`config.mk`:
```
export PLATFORM = sky130hd
export DESIGN_NAME = shift_add_mul32
export DESIGN_NICKNAME = d
export VERILOG_FILES = /design/src/rtl/shift_add_mul32_pkg.sv /design/src/rtl/shift_add_mul32_cla.sv /design/src/rtl/shift_add_mul32.sv
export SDC_FILE = /design/constraint.sdc
export NUM_CORES = 1
export LEC_CHECK = 0
export ABC_AREA = 1
export CORE_UTILIZATION = 60
export CTS_BUF_LIST = sky130_fd_sc_hd__clkbuf_2 sky130_fd_sc_hd__clkbuf_4 sky130_fd_sc_hd__clkbuf_8
export DETAILED_ROUTE_END_ITERATION = 7
export PLACE_DENSITY = 0.95
export SYNTH_ARGS = -nofsm -noshare
export SYNTH_HDL_FRONTEND = slang
export SYNTH_SLANG_ARGS = --single-unit
```
`constraint.sdc`:
```
create_clock -name CLK -period 12.65 [get_ports CLK]
set_clock_uncertainty 0.2 [all_clocks]
set_input_delay 3.795 -clock CLK [delete_from_list [all_inputs] [get_ports CLK]]
set_output_delay 3.795 -clock CLK [all_outputs]
set_load 0.02 [all_outputs]
```
`src/rtl/shift_add_mul32_pkg.sv`:
```
// Shared constants and state encoding for the 32x32 shift-and-add multiplier.
package shift_add_mul32_pkg;

    localparam int OP_W   = 32;
    localparam int PROD_W = 64;
    localparam int ITER   = 32;

    typedef enum logic [1:0] {
        IDLE = 2'd0,
        CALC = 2'd1,
        FIN  = 2'd2
    } state_t;

endpackage

```
`src/rtl/shift_add_mul32_cla.sv`:
```
// 64-bit carry-lookahead adder: 4-bit lookahead groups chained on group carries.
module cla_64
    import shift_add_mul32_pkg::*;
(
    input  logic [PROD_W-1:0] A,
    input  logic [PROD_W-1:0] B,
    input  logic              CIN,
    output logic [PROD_W-1:0] S,
    output logic              COUT,
    output logic              GG,
    output logic              PG
);

    logic [PROD_W-1:0] g;
    logic [PROD_W-1:0] p;
    logic [PROD_W-1:0] c;
    logic [15:0]       bg;
    logic [15:0]       bp;
    logic [16:0]       bc;
    logic              gg_acc;

    always_comb begin
        g      = A & B;
        p      = A ^ B;
        c      = '0;
        bg     = '0;
        bp     = '0;
        bc     = '0;
        gg_acc = 1'b0;
        bc[0]  = CIN;
        for (int b = 0; b < 16; b++) begin
            bg[b] = g[4*b+3]
                  | (p[4*b+3] & g[4*b+2])
                  | (p[4*b+3] & p[4*b+2] & g[4*b+1])
                  | (p[4*b+3] & p[4*b+2] & p[4*b+1] & g[4*b]);
            bp[b] = &p[4*b +: 4];
            c[4*b]   = bc[b];
            c[4*b+1] = g[4*b] | (p[4*b] & bc[b]);
            c[4*b+2] = g[4*b+1] | (p[4*b+1] & g[4*b]) | (p[4*b+1] & p[4*b] & bc[b]);
            c[4*b+3] = g[4*b+2] | (p[4*b+2] & g[4*b+1]) | (p[4*b+2] & p[4*b+1] & g[4*b])
                     | (p[4*b+2] & p[4*b+1] & p[4*b] & bc[b]);
            bc[b+1] = bg[b] | (bp[b] & bc[b]);
            // Whole-word generate is independent of CIN, so fold it separately.
            gg_acc  = bg[b] | (bp[b] & gg_acc);
        end
        S    = p ^ c;
        COUT = bc[16];
        GG   = gg_acc;
        PG   = &bp;
    end

endmodule

```
`src/rtl/shift_add_mul32.sv`:
```
// Sequential 32x32 unsigned multiplier: one shift-and-add step per cycle, fixed 32 steps.
module shift_add_mul32
    import shift_add_mul32_pkg::*;
(
    input  logic              CLK,
    input  logic              RST,
    input  logic              START,
    input  logic [OP_W-1:0]   MCAND,
    input  logic [OP_W-1:0]   MPLIER,
    output logic              BUSY,
    output logic              DONE,
    output logic [PROD_W-1:0] PRODUCT
);

    localparam logic [4:0] LAST_CNT = 5'(ITER - 1);

    state_t            state;
    state_t            state_nxt;
    logic [PROD_W-1:0] mcand_sh;
    logic [OP_W-1:0]   mplier_sh;
    logic [PROD_W-1:0] acc;
    logic [4:0]        cnt;
    logic [PROD_W-1:0] addend;
    logic [PROD_W-1:0] sum;

    assign addend = mplier_sh[0] ? mcand_sh : '0;

    cla_64 u_cla (
        .A    (acc),
        .B    (addend),
        .CIN  (1'b0),
        .S    (sum),
        .COUT (),
        .GG   (),
        .PG   ()
    );

    always_ff @(posedge CLK) begin
        if (RST) state <= IDLE;
        else     state <= state_nxt;
    end

    always_comb begin
        state_nxt = state;
        case (state)
            IDLE:    if (START) state_nxt = CALC;
            CALC:    if (cnt == LAST_CNT) state_nxt = FIN;
            FIN:     state_nxt = IDLE;
            default: state_nxt = IDLE;
        endcase
    end

    always_ff @(posedge CLK) begin
        if (RST) begin
            mcand_sh  <= '0;
            mplier_sh <= '0;
            acc       <= '0;
            cnt       <= '0;
            PRODUCT   <= '0;
            BUSY      <= 1'b0;
            DONE      <= 1'b0;
        end else begin
            // Flags are registered from the next state so they line up with it.
            BUSY <= (state_nxt == CALC) || (state_nxt == FIN);
            DONE <= (state_nxt == FIN);
            case (state)
                IDLE: begin
                    if (START) begin
                        mcand_sh  <= {{(PROD_W-OP_W){1'b0}}, MCAND};
                        mplier_sh <= MPLIER;
                        acc       <= '0;
                        cnt       <= '0;
                    end
                end
                CALC: begin
                    acc       <= sum;
                    mcand_sh  <= mcand_sh << 1;
                    mplier_sh <= mplier_sh >> 1;
                    cnt       <= cnt + 5'd1;
                    if (cnt == LAST_CNT) PRODUCT <= sum;
                end
                default: ;
            endcase
        end
    end

endmodule

```
==> flow_metrics.tcl <==
set metrics [dict create \
    status "finished, final reports clean" \
    powerDensity_mw_per_mm2 119 \
    path_max_fanout 126 \
    globalplace.congestion 0.876 \
    area_growth_syn_to_layout_pct 18.6 \
    hp-class "flop to flop" \
    cp_data_arrival_time_ns 6.90 \
    critical_path_required_ns 12.91 \
    ys_seq_elements 233 \
    maxCapViolCount 0 \
    rows 50 \
    first_pass_iters 6 \
    overflow 0 \
    clock_latency_ns 0.54 \
    yosysWarnings 0 \
    grt_pass1_wl_um 49400 \
    slowest_delay_ns 0.78 \
    routed_wl_um 30000 \
    fin_crit_sh_pct 52.5 \
    clkSlewWorstSetupHoldPaths_ns 0.07 \
    syn_avg_cell_area_um2 7.39 \
    netlist_instances 1555 \
    start_kind "input port" \
    grt_pass1_vias 10800 \
    vias 11000 \
    coreArea_mm2 0.0188 \
    maxSlewHeadroom_pct 27.1 \
    antenna_found_initial 1 \
    fin_cells 1902 \
    endpoint_kind "flop" \
    drive_gt1_share_pct 7.44 \
    clock.fmax_mhz 151 \
    hpwl_um 17800 \
    ant_nets 0 \
    cellLeakagePower_nw 5.82 \
    cts_sinks 233 \
    drtIter0Drc 1117 \
    grt_max_degree 127 \
    fp.dieW_um 140 \
    grt_use_total_pct 30.7 \
    cts_hold_buffers 0 \
    rsz0062_at_grt "false" \
    viasPerCell 5.77 \
    ir_drop_mv 0.0866 \
    ctsLongestPathBuffers 3 \
    drc 0 \
    final_nets 1790 \
    cpMostUsedCell "nand2_1" \
    synth_cell_types 37 \
    finalHoldViolCount 0 \
    clockRootBuffer "clkbuf_8" \
    post_cts_resized 0 \
    path_delay_family "buffers and inverters" \
    seq_area_frac_synth_pct 40.6 \
    cpMaxStageDelayCell "inv_2" \
    setup_viol_count_final 0 \
    finish.utilization_pct 72.7 \
    critPathKind "input port to flop" \
    die_area_mm2 0.0197 \
    tightest_slew_ns 1.09 \
    placed_cells 1836 \
    crit_buf_inv 3 \
    io-pin-count 133 \
    routedWlPerCell_um 15.8 \
    cts_buffers 37 \
    die_h_um 140 \
    cts_tree "built" \
    whs_ns 0.267 \
    tns_ns 0 \
    timing.final.crit_period_ns 6.64 \
    maxSlewViolCount 0 \
    ctsHtreeMaxLevel 2 \
    syn-cell-area_mm2 0.0115 \
    port_buffers 132 \
    synth_nets 1704 \
    post_cts_buffers 0 \
    start_util_pct 61.3 \
    crit_chain "clkdlybuf4s50_1 -> nand2_1 -> nand2_4 -> inv_2 -> buf_4 -> nand2_1 -> a21oi_1" \
]
[worst paths after layout]
path / startpoint / to / slack (ns) / cells past startpoint
setup / recovery: START / acc[42]$_SDFFE_PP0P_ / 6.01 / 7
hold reg to reg: PRODUCT[31]$_SDFFE_PP0P_ / PRODUCT[31]$_SDFFE_PP0P_ / 0.27 / 2
hold / removal: PRODUCT[31]$_SDFFE_PP0P_ / PRODUCT[31]$_SDFFE_PP0P_ / 0.27 / 2
setup reg to reg: mplier_sh[0]$_SDFFE_PP0P_ / PRODUCT[61]$_SDFFE_PP0P_ / 7.26 / 36
[sequential cells by signal (all words and copies together) (netlist names)]
| register | count |
|---|---|
| state | 2 |
| acc | 64 |
| DONE | 1 |
| PRODUCT | 64 |
| cnt | 5 |
| BUSY | 1 |
| mplier_sh | 32 |
| mcand_sh | 64 |
[through the flow]
step / worst slack (ns) / power [mW] / cell area [um^2]
detailed placement: 5.62 / 0.932 / 12800
floorplan: 7.53 / 0.885 / 11500
global route: 5.79 / 1.68 / 13600
global placement: 5.71 / 0.928 / 12800
CTS: 6.10 / 1.62 / 13600
finish: 6.01 / 1.62 / 13600
[area by class of cell]
type	count	area, um^2
fill	1259	5130
multi-input combinational	1094	5970
tap	234	293
sequential	233	4670
clock buffer	59	762
inverter	135	507
antenna	1	2.50
timing repair buffer	140	1380
clock inverter	6	57.6
[placed cells by master, fill, tap and decap left out, types with 2 or more instances in the layout]
| cell type | count |
|---|---|
| clkinv_2 | 4 |
| a31oi_1 | 62 |
| nand3_1 | 27 |
| o21a_1 | 2 |
| clkbuf_8 | 51 |
| clkbuf_4 | 8 |
| dfxtp_1 | 232 |
| nand2_1 | 495 |
| o21ai_0 | 107 |
| nor2_4 | 2 |
| clkdlybuf4s50_1 | 131 |
| inv_1 | 131 |
| a21oi_2 | 2 |
| a221oi_1 | 2 |
| o21bai_1 | 15 |
| xnor2_1 | 28 |
| fa_1 | 16 |
| nor3_1 | 2 |
| nand2_4 | 3 |
| or2_2 | 21 |
| a21o_1 | 2 |
| inv_2 | 4 |
| nand2_2 | 12 |
| buf_4 | 9 |
| nor2_1 | 28 |
| ha_1 | 66 |
| xor2_1 | 16 |
| a21oi_1 | 177 |
[per-layer routing]
layer | GRT usage [%] | vias up | share of wire [%]
li1 | - | 5208 | -
met3 | 6.67 | 154 | 8.1
met5 | 0 | - | 0
met4 | 19.0 | 0 | 5.2
met1 | 36.6 | 5041 | 39
met2 | 50.5 | 570 | 47
[power breakdown]
part           internal [mW]  switching, mW
logic                 0.0507         0.0933
clock network          0.402          0.300
registers              0.759         0.0179
total                   1.21          0.411
[kinds of logic (layout without fill, tap and decap cells)]
logic type | Yosys count | after routing | share of synthesized area, %
DFF | 233 | 233 | 40.6
other | 0 | 1 | 0
xor gates and xnor gates | 45 | 45 | 3.49
buffers and inverters | 228 | 340 | 7.66
AOI/OAI and AO/OA | 372 | 372 | 17.5
adders and majority gates | 82 | 82 | 9.97
and+or+nand+nor | 595 | 595 | 20.8
[Yosys cell counts, drive strengths merged]
library cell	number	share of area, %
nand2	510	17
dfxtp	233	41
a21oi	179	7.9
inv	134	4.4
o21ai	108	4.7
clkbuf	85	2.8
ha	66	7.2
a31oi	62	3.4
nor2	30	1.0
nand3	28	1.3
xnor2	28	2.1
or2	22	1.2
xor2	17	1.4
fa	16	2.8
o21bai	15	0.98
buf	7	0.40
a21o	2	0.13
a221oi	2	0.15
nor3	2	0.087
o21a	2	0.13
a211oi	1	0.065
a21boi	1	0.098
and3	1	0.065
clkinv	1	0.033
dlygate4sd1	1	0.076
nand3b	1	0.065
nand4	1	0.054
[worst register-to-register path: cells and delay by family (launching register included)]
kind | cells | cell delay [ns]
compound gates | 4 | 0.76
fa+ha+maj | 2 | 0.66
buf+inv | 2 | 0.57
flops | 1 | 0.66
simple gates | 27 | 2.23
xor+xnor | 1 | 0.23
Note: power is estimated with default switching activity, not from simulation.
